--- src/rtl/angle_reducer.sv ---
// -----------------------------------------------------------------------------
// angle_reducer
//
// Upstream stage of the trig LUTs. Takes an integer-degree angle, reduces it
// modulo 360 with a restoring shift-and-subtract loop (one step per cycle), and
// returns the quadrant (0..3) and the reference angle (0..90) that the LUTs
// index. One job is in flight at a time; valid/ready handshakes on both sides.
//
// Optional feature macro: SIGNED_ANGLE_EN
//   defined   : angle_in is two's complement. The magnitude is reduced, then a
//               NEG fix-up cycle maps a negative residue r != 0 to 360 - r.
//               Latency K+2 cycles from the accept edge to out_valid.
//   undefined : angle_in is unsigned, no fix-up cycle, latency K+1.
//   (K = ANGLE_W - 8 reduction steps.)
//
// Parameters
//   ANGLE_W  input angle width in degrees (>= 10)
//   REF_W    reference-angle output width (must hold 0..90)
//   TAG_W    opaque tag width, carried alongside the angle
//
// Ports
//   clk        in   1        clock, all logic on posedge
//   reset_n    in   1        synchronous reset, active-low
//   in_valid   in   1        input angle valid
//   in_ready   out  1        block is idle and can accept an angle
//   angle_in   in   ANGLE_W  angle in degrees
//   tag_in     in   TAG_W    tag captured together with angle_in
//   out_valid  out  1        result valid, held until accepted
//   out_ready  in   1        downstream accepts the result
//   quadrant   out  2        0:[0,90) 1:[90,180) 2:[180,270) 3:[270,360)
//   ref_angle  out  REF_W    reference angle 0..90
//   tag_out    out  TAG_W    tag of the current result
//   busy       out  1        high while reducing / fixing up / mapping
// -----------------------------------------------------------------------------
module angle_reducer #(
  parameter int ANGLE_W = 16,
  parameter int REF_W   = 7,
  parameter int TAG_W   = 3
) (
  input  logic               clk,
  input  logic               reset_n,
  input  logic               in_valid,
  output logic               in_ready,
  input  logic [ANGLE_W-1:0] angle_in,
  input  logic [TAG_W-1:0]   tag_in,
  output logic               out_valid,
  input  logic               out_ready,
  output logic [1:0]         quadrant,
  output logic [REF_W-1:0]   ref_angle,
  output logic [TAG_W-1:0]   tag_out,
  output logic               busy
);

  // Number of reduction steps. 360 << K exceeds 2^ANGLE_W, so any input
  // magnitude is below the first subtrahend's doubling and K steps suffice.
  localparam int K  = ANGLE_W - 8;
  localparam int KW = (K > 1) ? $clog2(K) : 1;

  // Subtrahend base is one bit wider than the residue so 360 << k never
  // truncates for the largest k.
  localparam logic [ANGLE_W:0] DEG360_WIDE = (ANGLE_W + 1)'(360);

`ifdef SIGNED_ANGLE_EN
  typedef enum logic [2:0] {
    ST_IDLE   = 3'd0,
    ST_REDUCE = 3'd1,
    ST_NEG    = 3'd2,
    ST_MAP    = 3'd3,
    ST_DONE   = 3'd4
  } state_t;
`else
  typedef enum logic [2:0] {
    ST_IDLE   = 3'd0,
    ST_REDUCE = 3'd1,
    ST_MAP    = 3'd3,
    ST_DONE   = 3'd4
  } state_t;
`endif

  state_t             state_r;
  logic [ANGLE_W-1:0] r_r;
  logic [KW-1:0]      k_r;
  logic [TAG_W-1:0]   tag_r;
  logic               out_valid_r;
  logic [1:0]         quadrant_r;
  logic [REF_W-1:0]   ref_angle_r;
  logic [TAG_W-1:0]   tag_out_r;
`ifdef SIGNED_ANGLE_EN
  logic               neg_r;
  logic [ANGLE_W-1:0] fix_r_s;
`endif

  logic [ANGLE_W-1:0] mag_s;
  logic [ANGLE_W:0]   sub_s;
  logic [ANGLE_W-1:0] step_r_s;
  logic [1:0]         map_q_s;
  logic [REF_W-1:0]   map_ref_s;

  // Magnitude of the incoming angle (two's complement negate when signed).
  always_comb begin
    mag_s = angle_in;
`ifdef SIGNED_ANGLE_EN
    if (angle_in[ANGLE_W-1]) begin
      // The most-negative value negates to 2^(ANGLE_W-1), which still fits
      // unsigned in ANGLE_W bits.
      mag_s = ~angle_in + {{(ANGLE_W-1){1'b0}}, 1'b1};
    end else begin
      mag_s = angle_in;
    end
`endif
  end

  // One restoring reduction step: subtract 360 << k when it fits.
  always_comb begin
    sub_s    = DEG360_WIDE << k_r;
    step_r_s = r_r;
    if ({1'b0, r_r} >= sub_s) begin
      step_r_s = ANGLE_W'({1'b0, r_r} - sub_s);
    end else begin
      step_r_s = r_r;
    end
  end

`ifdef SIGNED_ANGLE_EN
  // Reflection of a negative angle's residue into [0,360).
  always_comb begin
    fix_r_s = ANGLE_W'(360) - r_r;
  end
`endif

  // Quadrant / reference-angle mapping of the fully reduced residue (r < 360).
  always_comb begin
    map_q_s   = 2'd0;
    map_ref_s = {REF_W{1'b0}};
    if (r_r < ANGLE_W'(90)) begin
      map_q_s   = 2'd0;
      map_ref_s = REF_W'(r_r);
    end else if (r_r < ANGLE_W'(180)) begin
      map_q_s   = 2'd1;
      map_ref_s = REF_W'(ANGLE_W'(180) - r_r);
    end else if (r_r < ANGLE_W'(270)) begin
      map_q_s   = 2'd2;
      map_ref_s = REF_W'(r_r - ANGLE_W'(180));
    end else begin
      map_q_s   = 2'd3;
      map_ref_s = REF_W'(ANGLE_W'(360) - r_r);
    end
  end

  // Control FSM with datapath and registered result outputs.
  always_ff @(posedge clk) begin
    if (!reset_n) begin
      state_r     <= ST_IDLE;
      r_r         <= {ANGLE_W{1'b0}};
      k_r         <= {KW{1'b0}};
      tag_r       <= {TAG_W{1'b0}};
      out_valid_r <= 1'b0;
      quadrant_r  <= 2'd0;
      ref_angle_r <= {REF_W{1'b0}};
      tag_out_r   <= {TAG_W{1'b0}};
`ifdef SIGNED_ANGLE_EN
      neg_r       <= 1'b0;
`endif
    end else begin
      case (state_r)
        ST_IDLE: begin
          if (in_valid) begin
            r_r     <= mag_s;
            tag_r   <= tag_in;
            k_r     <= KW'(K - 1);
`ifdef SIGNED_ANGLE_EN
            neg_r   <= angle_in[ANGLE_W-1];
`endif
            state_r <= ST_REDUCE;
          end else begin
            state_r <= ST_IDLE;
          end
        end
        ST_REDUCE: begin
          r_r <= step_r_s;
          if (k_r == {KW{1'b0}}) begin
`ifdef SIGNED_ANGLE_EN
            state_r <= ST_NEG;
`else
            state_r <= ST_MAP;
`endif
          end else begin
            k_r     <= k_r - KW'(1);
            state_r <= ST_REDUCE;
          end
        end
`ifdef SIGNED_ANGLE_EN
        ST_NEG: begin
          // A zero residue stays zero: -360 maps to 0, not 360.
          if (neg_r && (r_r != {ANGLE_W{1'b0}})) begin
            r_r <= fix_r_s;
          end else begin
            r_r <= r_r;
          end
          state_r <= ST_MAP;
        end
`endif
        ST_MAP: begin
          quadrant_r  <= map_q_s;
          ref_angle_r <= map_ref_s;
          tag_out_r   <= tag_r;
          out_valid_r <= 1'b1;
          state_r     <= ST_DONE;
        end
        ST_DONE: begin
          // Outputs hold until downstream takes the result.
          if (out_ready) begin
            out_valid_r <= 1'b0;
            state_r     <= ST_IDLE;
          end else begin
            state_r     <= ST_DONE;
          end
        end
        default: begin
          out_valid_r <= 1'b0;
          state_r     <= ST_IDLE;
        end
      endcase
    end
  end

  assign in_ready  = (state_r == ST_IDLE);
`ifdef SIGNED_ANGLE_EN
  assign busy      = (state_r == ST_REDUCE) || (state_r == ST_NEG) || (state_r == ST_MAP);
`else
  assign busy      = (state_r == ST_REDUCE) || (state_r == ST_MAP);
`endif
  assign out_valid = out_valid_r;
  assign quadrant  = quadrant_r;
  assign ref_angle = ref_angle_r;
  assign tag_out   = tag_out_r;

endmodule

--- config.mk ---
export PLATFORM = sky130hd
export DESIGN_NAME = angle_reducer
export DESIGN_NICKNAME = d
export VERILOG_FILES = /design/src/rtl/angle_reducer.sv
export SDC_FILE = /design/constraint.sdc
export NUM_CORES = 1
export LEC_CHECK = 0
export BUFFER_PORTS_ARGS = -buffer_cell sky130_fd_sc_hd__buf_2
export CAP_MARGIN = 40
export CORE_MARGIN = 2
export CORE_UTILIZATION = 35
export CTS_CLUSTER_DIAMETER = 40
export DETAILED_ROUTE_END_ITERATION = 12
export GPL_ROUTABILITY_DRIVEN = 1
export MAX_ROUTING_LAYER = met4
export PLACE_DENSITY_LB_ADDON = 0.1
export SYNTH_ARGS = -nofsm -noshare
export SYNTH_HDL_FRONTEND = slang
export SYNTH_SLANG_ARGS = --single-unit
--- constraint.sdc ---
create_clock -name clk -period 4 [get_ports clk]
set_input_delay 0.8 -clock clk [delete_from_list [all_inputs] [get_ports clk]]
set_output_delay 0.8 -clock clk [all_outputs]
set_load 0.005 [all_outputs]
==> flow_summary.toml <==
[status]
outcome = "complete, no violations"

[timing]
setup-violations-final = 0
finalHoldViolCount = 0
rsz0062_at_grt = "no"
fmax_mhz = 322
period_share_pct = 77.7
hold_ws_ps = 456
setup_tns_ps = 0
slew_viol_final = 0
period_needed_ps = 3110
slew_headroom_pct = 55.9
clock_skew_ps = 12.7
worst_pin_slew_ps = 656

[layout]
nets = 453
layout_common_cells = "56 x nand2_1, 39 x a21oi_1, 38 x dfxtp_1"
layout-drive-gt1-share_pct = 14.1
diodes = 0
synthToLayoutAreaGrowth_pct = 13.9
final_common_cell = "nand2_1"

[critical_path]
reg2reg_depth = 11
r2r_end = "r_r[15]$_SDFFE_PN0P_"
critical-path-max-stage-delay_ps = 460
crit_required_ps = 4230
critPathSlowestCell = "dfxtp_1"
critical_path.startpoint_type = "flip-flop"
rr_startpoint = "k_r[0]$_SDFFE_PN0P_"
path_cells = "inv_1, ha_1, mux2i_1, ha_1, and4_1, o2111ai_1, a21oi_1, o21a_1, buf_4, mux2_2, o21ai_0"
reg2reg_slack_ps = 890
cp_max_fo = 24
critPathKind = "flip-flop to flip-flop"
endpoint_kind = "flip-flop"
critPathArrivalTime_ps = 3340
worst_path_most_repeated_cell = "ha_1"
crit_family = "adder cells"
cp_num_buf_inv = 2

[die]
start_util_pct = 36.3
coreArea_mm2 = 0.00781
dieArea_mm2 = 0.00884
die_w_um = 94.0
design.portCount = 38
rows = 32
fp.dieH_um = 94.0

[routing]
drt_first_iter_violations = 146
vias = 2785
finalWirelength_mm = 7.91
drt-wirelength-per-cell_um = 15.7
first_pass_iters = 4
vias_per_cell = 5.51
drc = 0
ant_nets = 0

[cts]
clk_pin_slew_ps = 90
cts_resized = 0
postCtsSetupBuffers = 0
clk_latency_ps = 300
postCtsHoldBufs = 0
h-tree-depth = 2
numCtsBuffers = 5
cts-root-buf = "clkbuf_8"
cts_tree = "built"
max-clock-path-buffers = 2
numClockSinks = 38

[synth]
yosys-top-cells-area = "dfxtp_1 27%, ha_1 12%, nand2_1 7.4%"
synth_ff_type = "dfxtp_1"
syn_avg_cell_area_um2 = 7.66
synth_top_area_share_pct = 26.8
synth_top_area_cell = "dfxtp_1"
synth_nets = 421
async_flop_share_pct = 0
syn-cell-area_mm2 = 0.00284
synth_edf_count = 0
ys_ff_latch = 38
synth.distinct_cells = 54
synth_cells = 370
ys_warn_count = 0
ys_seq_area_share_pct = 26.8

[power]
swShare_pct = 44.4
vdd_drop_max_uv = 170
p_per_area_mw_per_mm2 = 638
p_leak_uw = 0.00136
power.share.clock_pct = 19.8
seqPwrFrac_pct = 26.5
comb_power_share_pct = 53.7
netSwitchingPower_uw = 915
internal_power_uw = 1140

[global_routing]
grt_pass1_vias = 2567
overflow = 0
grt_use_total_pct = 18.9
grt_max_degree = 25
antenna_found_initial = 0
grt_first_pass_wirelength_mm = 12.9

[min_path]
hold_path.class = "flip-flop to flip-flop"
hp-start = "tag_r[0]$_SDFFE_PN0P_"
hold_path_depth = 2
hold_path_end = "tag_out[0]$_SDFFE_PN0P_"

[place]
hpwl_mm = 5.91
gp_congestion = 0.870
portBuffers = 37

[run]
maxCapViolations = 0
stage by stage:
step | power [µW] | instances | instance area, µm² | util [%] | setup WS, ps
after floorplan | 1380 | 370 | 2840 | - | 1100
after global placement | 1650 | 496 | 3080 | 39.5 | 1040
after detailed placement | 1650 | 497 | 3090 | 39.6 | 957
after CTS | 2060 | 505 | 3230 | 41.3 | 938
after global routing | 2230 | 505 | 3230 | 41.3 | 560
final | 2060 | 505 | 3230 | 41.3 | 891
cell type report:
class / count / area, µm²
fill: 852 / 4580
inverter: 13 / 48.8
sequential: 38 / 761
tap: 102 / 128
clock buffer: 5 / 68.8
timing repair buffer: 41 / 215
multi-input combinational: 303 / 1940
clock inverter: 3 / 68.8
worst register-to-register path, delay by kind of cell (launching register included):
| family | cells | cell delay, ps |
|---|---|---|
| AND/OR/NAND/NOR | 1 | 220 |
| flip-flops | 1 | 460 |
| adder cells (fa/ha/maj) | 2 | 790 |
| AO/OA/AOI/OAI | 4 | 690 |
| multiplexers | 2 | 460 |
| buffers and inverters | 2 | 410 |
cells in the mapped netlist, types with 3 or more instances:
cell type	count
nand3b_1	3
dfxtp_1	38
nor2_1	24
nor4_1	4
a21oi_1	39
and2_1	7
or4_1	3
clkbuf_1	11
mux2i_1	6
xor2_1	4
o211ai_1	7
a21boi_0	3
a21o_1	7
nand3_1	11
inv_1	12
nor3_1	11
or3_1	4
a31oi_1	4
nand2_1	56
o21ai_0	25
ha_1	28
and3_1	4
o2111ai_1	3
o21a_1	5
a211oi_1	8
a311oi_1	5
routing by layer:
metal / wire (µm) / GRT usage (%)
met1: 4080 / 27.0
met2: 3410 / 28.6
met3: 363 / 2.49
met4: 55 / 3.99
met5: 0 / -
cell families after synthesis:
logic type,Yosys count,share of synthesized area [%]
multiplexers,8,2.91
XOR/XNOR,5,1.54
buffers and inverters,29,4.81
AND/OR/NAND/NOR,139,23.7
AO/OA/AOI/OAI,123,27.9
adder cells (fa/ha/maj),28,12.4
flip-flops,38,26.8
worst max path at each step:
stage / start / slack (ps) / cells past startpoint / end
floorplan: k_r[2]$_SDFFE_PN0P_ / 1100 / 12 / r_r[10]$_SDFFE_PN0P_
global placement: k_r[0]$_SDFFE_PN0P_ / 1040 / 11 / r_r[15]$_SDFFE_PN0P_
detailed placement: k_r[0]$_SDFFE_PN0P_ / 960 / 11 / r_r[15]$_SDFFE_PN0P_
CTS: k_r[0]$_SDFFE_PN0P_ / 940 / 11 / r_r[15]$_SDFFE_PN0P_
global route: k_r[0]$_SDFFE_PN0P_ / 560 / 11 / r_r[15]$_SDFFE_PN0P_
finish: k_r[0]$_SDFFE_PN0P_ / 890 / 11 / r_r[15]$_SDFFE_PN0P_
power by group through the flow:
stage	logic (µW)	clock network, µW	registers, µW
after CTS	1100	415	545
after detailed placement	1090	0	555
after floorplan	878	0	506
final	1110	407	545
after global placement	1100	0	554
after global routing	1240	431	556
state kept, by name, indices dropped and copies added, names as in the netlist:
name       count
out_valid      1
tag_out        3
tag_r          3
quadrant       2
state_r        3
r_r           16
ref_angle      7
k_r            3
Power figures use the tool's default switching activity.
